## src/rtl/mem_port_responder_if.sv

```systemverilog
// Request/response bundle between the CPU memory port (master) and the memory responder (slave).
// req_be only exists when MEM_PORT_BYTE_EN is defined.
interface mem_port_responder_if;
  logic        req_valid;
  logic        req_ready;
  logic        req_wr;
  logic [31:0] req_addr;
  logic [31:0] req_wdata;
`ifdef MEM_PORT_BYTE_EN
  logic [3:0]  req_be;
`endif
  logic        rsp_valid;
  logic [31:0] rsp_rdata;
  logic        rsp_err;

  modport master (
`ifdef MEM_PORT_BYTE_EN
    output req_be,
`endif
    output req_valid, req_wr, req_addr, req_wdata,
    input  req_ready, rsp_valid, rsp_rdata, rsp_err
  );

  modport slave (
`ifdef MEM_PORT_BYTE_EN
    input  req_be,
`endif
    input  req_valid, req_wr, req_addr, req_wdata,
    output req_ready, rsp_valid, rsp_rdata, rsp_err
  );
endinterface

```

## src/rtl/mem_port_responder.sv

```systemverilog
// Memory-side responder: one request at a time, response after READ_LAT cycles, error flagging.
// Optional feature macro MEM_PORT_BYTE_EN enables per-byte write enables via req_be.
module mem_port_responder #(
  parameter int DEPTH_WORDS = 64,
  parameter int READ_LAT    = 2
) (
  input logic                  clk,
  input logic                  reset,
  mem_port_responder_if.slave  bus
);

  localparam int AW = $clog2(DEPTH_WORDS);
  localparam logic [2:0] LOAD = 3'(READ_LAT - 1);
  localparam logic [31:0] LIMIT = 32'(4 * DEPTH_WORDS);

  typedef enum logic [1:0] {IDLE, WAIT, RESP} state_t;

  state_t          state, state_next;
  logic [2:0]      cnt, cnt_next;
  logic [31:0]     mem [DEPTH_WORDS];
  logic [31:0]     rdata_q;
  logic            err_q;
  logic            ready, rsp_pulse;
  logic            accept, req_err;
  logic [AW-1:0]   idx;

  assign accept  = bus.req_valid && (state == IDLE);
  assign req_err = (bus.req_addr[1:0] != 2'b00) || (bus.req_addr >= LIMIT);
  assign idx     = bus.req_addr[AW+1:2];

  always_ff @(posedge clk or negedge reset) begin
    if (!reset) begin
      state   <= IDLE;
      cnt     <= '0;
      rdata_q <= '0;
      err_q   <= 1'b0;
    end else begin
      state <= state_next;
      cnt   <= cnt_next;
      if (accept) begin
        rdata_q <= (bus.req_wr || req_err) ? 32'h0 : mem[idx];
        err_q   <= req_err;
      end
    end
  end

  always_comb begin
    state_next = state;
    cnt_next   = cnt;
    ready      = 1'b0;
    rsp_pulse  = 1'b0;
    case (state)
      IDLE: begin
        ready = 1'b1;
        if (accept) begin
          cnt_next   = LOAD;
          state_next = (LOAD == 3'd0) ? RESP : WAIT;
        end
      end
      WAIT: begin
        cnt_next = cnt - 3'd1;
        if (cnt <= 3'd1) state_next = RESP;
      end
      RESP: begin
        rsp_pulse  = 1'b1;
        state_next = IDLE;
      end
      default: state_next = IDLE;
    endcase
  end

  // Writes commit on the accept edge; the reset gate keeps an accept from landing while held in reset.
  always_ff @(posedge clk) begin
    if (reset && accept && bus.req_wr && !req_err) begin
`ifdef MEM_PORT_BYTE_EN
      for (int i = 0; i < 4; i++) begin
        if (bus.req_be[i]) mem[idx][8*i +: 8] <= bus.req_wdata[8*i +: 8];
      end
`else
      mem[idx] <= bus.req_wdata;
`endif
    end
  end

  assign bus.req_ready = ready;
  assign bus.rsp_valid = rsp_pulse;
  assign bus.rsp_rdata = rsp_pulse ? rdata_q : 32'h0;
  assign bus.rsp_err   = rsp_pulse && err_q;

endmodule
```

## src/flat_wrapper.sv

```systemverilog
// flat-port wrapper written by rule: the top's interface ports become plain ports
module mem_port_responder_flat 
#(
  parameter int DEPTH_WORDS = 64,
  parameter int READ_LAT    = 2
)
  (clk, reset, bus_req_valid, bus_req_wr, bus_req_addr, bus_req_wdata, bus_req_ready, bus_rsp_valid, bus_rsp_rdata, bus_rsp_err);
  mem_port_responder_if bus_i ();
  input logic clk;
  input logic reset;
  input wire logic [$bits(bus_i.req_valid)-1:0] bus_req_valid;
  input wire logic [$bits(bus_i.req_wr)-1:0] bus_req_wr;
  input wire logic [$bits(bus_i.req_addr)-1:0] bus_req_addr;
  input wire logic [$bits(bus_i.req_wdata)-1:0] bus_req_wdata;
  output wire logic [$bits(bus_i.req_ready)-1:0] bus_req_ready;
  output wire logic [$bits(bus_i.rsp_valid)-1:0] bus_rsp_valid;
  output wire logic [$bits(bus_i.rsp_rdata)-1:0] bus_rsp_rdata;
  output wire logic [$bits(bus_i.rsp_err)-1:0] bus_rsp_err;
  assign bus_i.req_valid = bus_req_valid;
  assign bus_i.req_wr = bus_req_wr;
  assign bus_i.req_addr = bus_req_addr;
  assign bus_i.req_wdata = bus_req_wdata;
  assign bus_req_ready = bus_i.req_ready;
  assign bus_rsp_valid = bus_i.rsp_valid;
  assign bus_rsp_rdata = bus_i.rsp_rdata;
  assign bus_rsp_err = bus_i.rsp_err;
  mem_port_responder #(.DEPTH_WORDS(DEPTH_WORDS), .READ_LAT(READ_LAT)) u_core (.clk(clk), .reset(reset), .bus(bus_i));
endmodule
```

## config.mk

```make
export PLATFORM = sky130hd
export DESIGN_NAME = mem_port_responder_flat
export DESIGN_NICKNAME = d
export VERILOG_FILES = /design/src/rtl/mem_port_responder_if.sv /design/src/rtl/mem_port_responder.sv /design/src/flat_wrapper.sv
export SDC_FILE = /design/constraint.sdc
export NUM_CORES = 2
export LEC_CHECK = 0
export BUFFER_PORTS_ARGS = -buffer_cell sky130_fd_sc_hd__buf_2
export CORE_ASPECT_RATIO = 0.7
export CORE_MARGIN = 2
export CORE_UTILIZATION = 40
export CTS_CLUSTER_DIAMETER = 40
export DETAILED_ROUTE_END_ITERATION = 6
export GPL_ROUTABILITY_DRIVEN = 0
export HOLD_SLACK_MARGIN = 0.03
export SLEW_MARGIN = 20
export SYNTH_ARGS = -nofsm -noshare
export SYNTH_HDL_FRONTEND = slang
export SYNTH_SLANG_ARGS = --single-unit
```

## constraint.sdc

```tcl
create_clock -name clk -period 9.5 [get_ports clk]
set_clock_uncertainty 0.05 [all_clocks]
set_input_delay 1.9 -clock clk [delete_from_list [all_inputs] [get_ports clk]]
set_output_delay 1.9 -clock clk [all_outputs]
set_load 0.1 [all_outputs]
```

==> summary.md <==
| Metric | Value |
|---|---|
| Min Tclk post-route | `5930 ps` |
| Synth Register Bits | `2086` |
| Die height | `378 um` |
| Setup bufs post-CTS | `0` |
| Peak Freq | `0.169 GHz` |
| Pin count of the biggest net entering global routing | `119` |
| Initial antenna violation count | `24` |
| Synth area leaders | `edfxtp_1 77%, mux4_2 6.9%, mux2_2 2.0%` |
| Total CTS buffers | `between 150 and 200` |
| DP Area | `0.0849 mm2` |
| Core Area | `0.199 mm2` |
| Slowest CP cell | `nor2_4` |
| Final setup vio count | `0` |
| Crit start category | `input pin` |
| Net load switching power | `4330 uW` |
| Gr ovfl total | `0` |
| I/O pin count | `~100` |
| Violated checks | `DRC` |
| Crit end category | `register` |
| Share of layout cells above drive strength 1 | `0.226` |
| WP data arrival | `6400 ps` |
| Final period util | `0.624` |
| Yosys top cell area share | `0.770` |
| Clk network pwr share | `0.404` |
| Crit-path max cell delay | `1140 ps` |
| Initial core utilization | `0.402` |
| Layout Nets | `4459` |
| Wire per inst | `37.7 um` |
| Fin. Hold Viols | `0` |
| Fin area | `0.0911 mm2` |
| Global-route wire length before repair | `366 mm` |
| Site row count | `137` |
| Post-synth EDFFs | `2048` |
| RSZ-0062 raised after global routing | `no` |
| CTS tree | `done` |
| Max-Cap Viols | `0` |
| Status | `finished with violations` |
| DRT iter0 DRCs | `8666` |
| HPWL Detailed | `163 mm` |
| Root Buffer | `clkbuf_16` |
| Internal | `about 15000 uW` |
| Leakage | `between 0.02 and 0.03 uW` |
| Most common cell after layout, fill and taps aside | `edfxtp_1` |
| Synth Flop Type | `edfxtp_1` |
| Combinational cell fraction of total power | `0.061` |
| Critical path class | `in -> reg` |
| ANT nets after route | `0` |
| Sw frac | `0.229` |
| DR vias | `between 40k and 50k` |
| Syn_nets | `4263` |
| Hold-fix buffers, CTS | `0` |
| CTS resizes | `0` |
| CP max FO | `23` |
| Wirelength, routed | `271 mm` |
| Post-route DRC | `16` |
| Clock Pin Slew Worst Setup and Hold Paths | `70 ps` |
| Cell type with the largest total area after synthesis | `edfxtp_1` |
| Final slew viol count | `0` |
| Vias in the first global route | `42.6k` |
| Synth Area per Inst | `around 19 um2` |
| Distinct cells, synth | `66` |
| Synth warnings | `0` |
| Async set-or-reset flop fraction in the synthesized netlist | `0.0182` |
| CTS Buffer Depth | `4` |
| Die area | `just over 0.2 mm2` |
| GRT Util Overall | `0.262` |
| Commonest cells after routing, fill and taps aside | `2048 x edfxtp_1, 243 x mux4_2, 238 x o22ai_1, 196 x clkbuf_16, 161 x buf_4` |
| Post-synthesis sequential area ratio | `0.782` |
| Fill cells | `about 17k` |
| Worst slew margin relative to its limit | `0.187` |
| Input/output buffers | `102` |
| PD cells | `about 210 mW/mm2` |
| Area delta synth->final | `14.0%` |
| H-tree levels | `4` |
| Register share of total power | `0.535` |
| Cells after synthesis | `4193` |
| Maximum vdd ir drop | `0.161 mV` |
| Clk Latency, worst-skew pair | `840 ps` |
| Slew @ Worst Pin | `1210 ps` |
| Setup TNS | `0 ps` |
| Synth Cell Area | `0.0799 mm2` |
| WP data required | `about 10000 ps` |
| Hold Crit Class | `reg -> reg` |
| Vias per Instance | `between 6 and 7` |
| Die W | `538 um` |
| Router iterations before antenna repair | `7` |
| Critical path, cell by cell | `buf_2 -> or4_1 -> or3_1 -> nor4_2 -> nand2_1 -> nor2_4 -> buf_4` |
| CTS sink count | `approximately 2.1k` |
==> power groups by stage <==
stage	Sequential, uW	Combinational [uW]	Clock (uW)
floorplan	10300	518	0
global placement	10300	1110	0
detailed placement	10300	1130	0
CTS	10100	1130	7650
global route	10100	1180	8030
finish	10100	1160	7640
==> kinds of logic (layout without fill, tap and decap cells) <==
| group | Yosys count | after routing | share of synthesized area |
|---|---|---|---|
| other | 0 | 7 | 0 |
| multiplexers | 505 | 505 | 0.104 |
| buffers and inverters | 288 | 625 | 0.0153 |
| adder cells (fa/ha/maj) | 2 | 2 | 0.000313 |
| AND/OR/NAND/NOR | 500 | 500 | 0.0291 |
| flip-flops | 2086 | 2086 | 0.782 |
| AO/OA/AOI/OAI | 812 | 812 | 0.0699 |
==> Yosys cell counts (6+ instances only) <==
cell / n
a2111oi_0: 8
a221o_1: 6
mux4_2: 243
o211ai_1: 9
nor4_1: 13
nand2b_1: 8
o221ai_1: 121
a22o_1: 13
o32ai_1: 7
a2bb2oi_1: 10
a32o_1: 18
o22a_1: 9
nor3_1: 27
and2_1: 37
nand2_1: 153
nor2_1: 169
buf_1: 43
inv_1: 6
or3_1: 13
o22ai_1: 239
a21oi_1: 99
clkbuf_1: 132
nand3_1: 23
o21ai_0: 117
dfrtp_1: 38
a31oi_1: 11
nor2b_1: 15
o31ai_1: 10
edfxtp_1: 2048
a22oi_1: 40
mux2_2: 140
buf_2: 104
mux2i_1: 122
and3_1: 9
nand3b_1: 6
a221oi_1: 30
a211oi_1: 35
==> worst paths after layout <==
path                                               start                              to  slack [ps]  cells past startpoint
min reg2reg                u_core.rdata_q[4]$_DFFE_PN0P_   u_core.rdata_q[4]$_DFFE_PN0P_         440                      1
max in group asynchronous                          reset  u_core.rdata_q[17]$_DFFE_PN0P_        7660                      2
min                        u_core.rdata_q[4]$_DFFE_PN0P_   u_core.rdata_q[4]$_DFFE_PN0P_         440                      1
max                                     bus_req_addr[24]    u_core.mem[10][22]$_DFFE_PP_        3570                      7
max reg2reg                  u_core.state[0]$_DFFE_PN0P_    u_core.mem[10][22]$_DFFE_PP_        4400                      6
min in group asynchronous                          reset  u_core.rdata_q[22]$_DFFE_PN0P_        1140                      2
==> routing by layer <==
layer	global-route usage	share of wire
met3	0.0960	0.15
met4	0.0788	0.036
met2	0.359	0.41
met5	0	0.00042
met1	0.387	0.40
==> cell type report <==
cell class	count	area, um2	area share
clock buffer	242	5110	0.0561
timing repair buffer	280	2470	0.0271
inverter	6	26.3	0.000288
antenna	7	17.5	0.000192
sequential	2086	62400	0.686
multi-input combinational	1819	16800	0.185
tap	2641	3300	0.0363
clock inverter	97	898	0.00986
==> per-stage QoR <==
stage	power [uW]	cells	util	setup slack [ps]	hold slack (ps)
after floorplan	10800	4193	-	4020	385
after global placement	11400	6803	0.424	2910	412
after detailed placement	11400	6828	0.427	2920	418
after CTS	18900	7167	0.457	3770	431
after global routing	19300	7171	0.458	3670	474
final	18900	7178	0.458	3570	438
==> critical path: cells and delay by family <==
kind,cells,cell delay [ps]
AND/OR/NAND/NOR,5,3990
buffers and inverters,2,440
==> sequential cells by signal, summed over array words and instances, names as in the netlist <==
signal and cells:
u_core.mem 2048, u_core.cnt 3, u_core.rdata_q 32, u_core.err_q 1, u_core.state 2
Power figures use the tool's default switching activity.
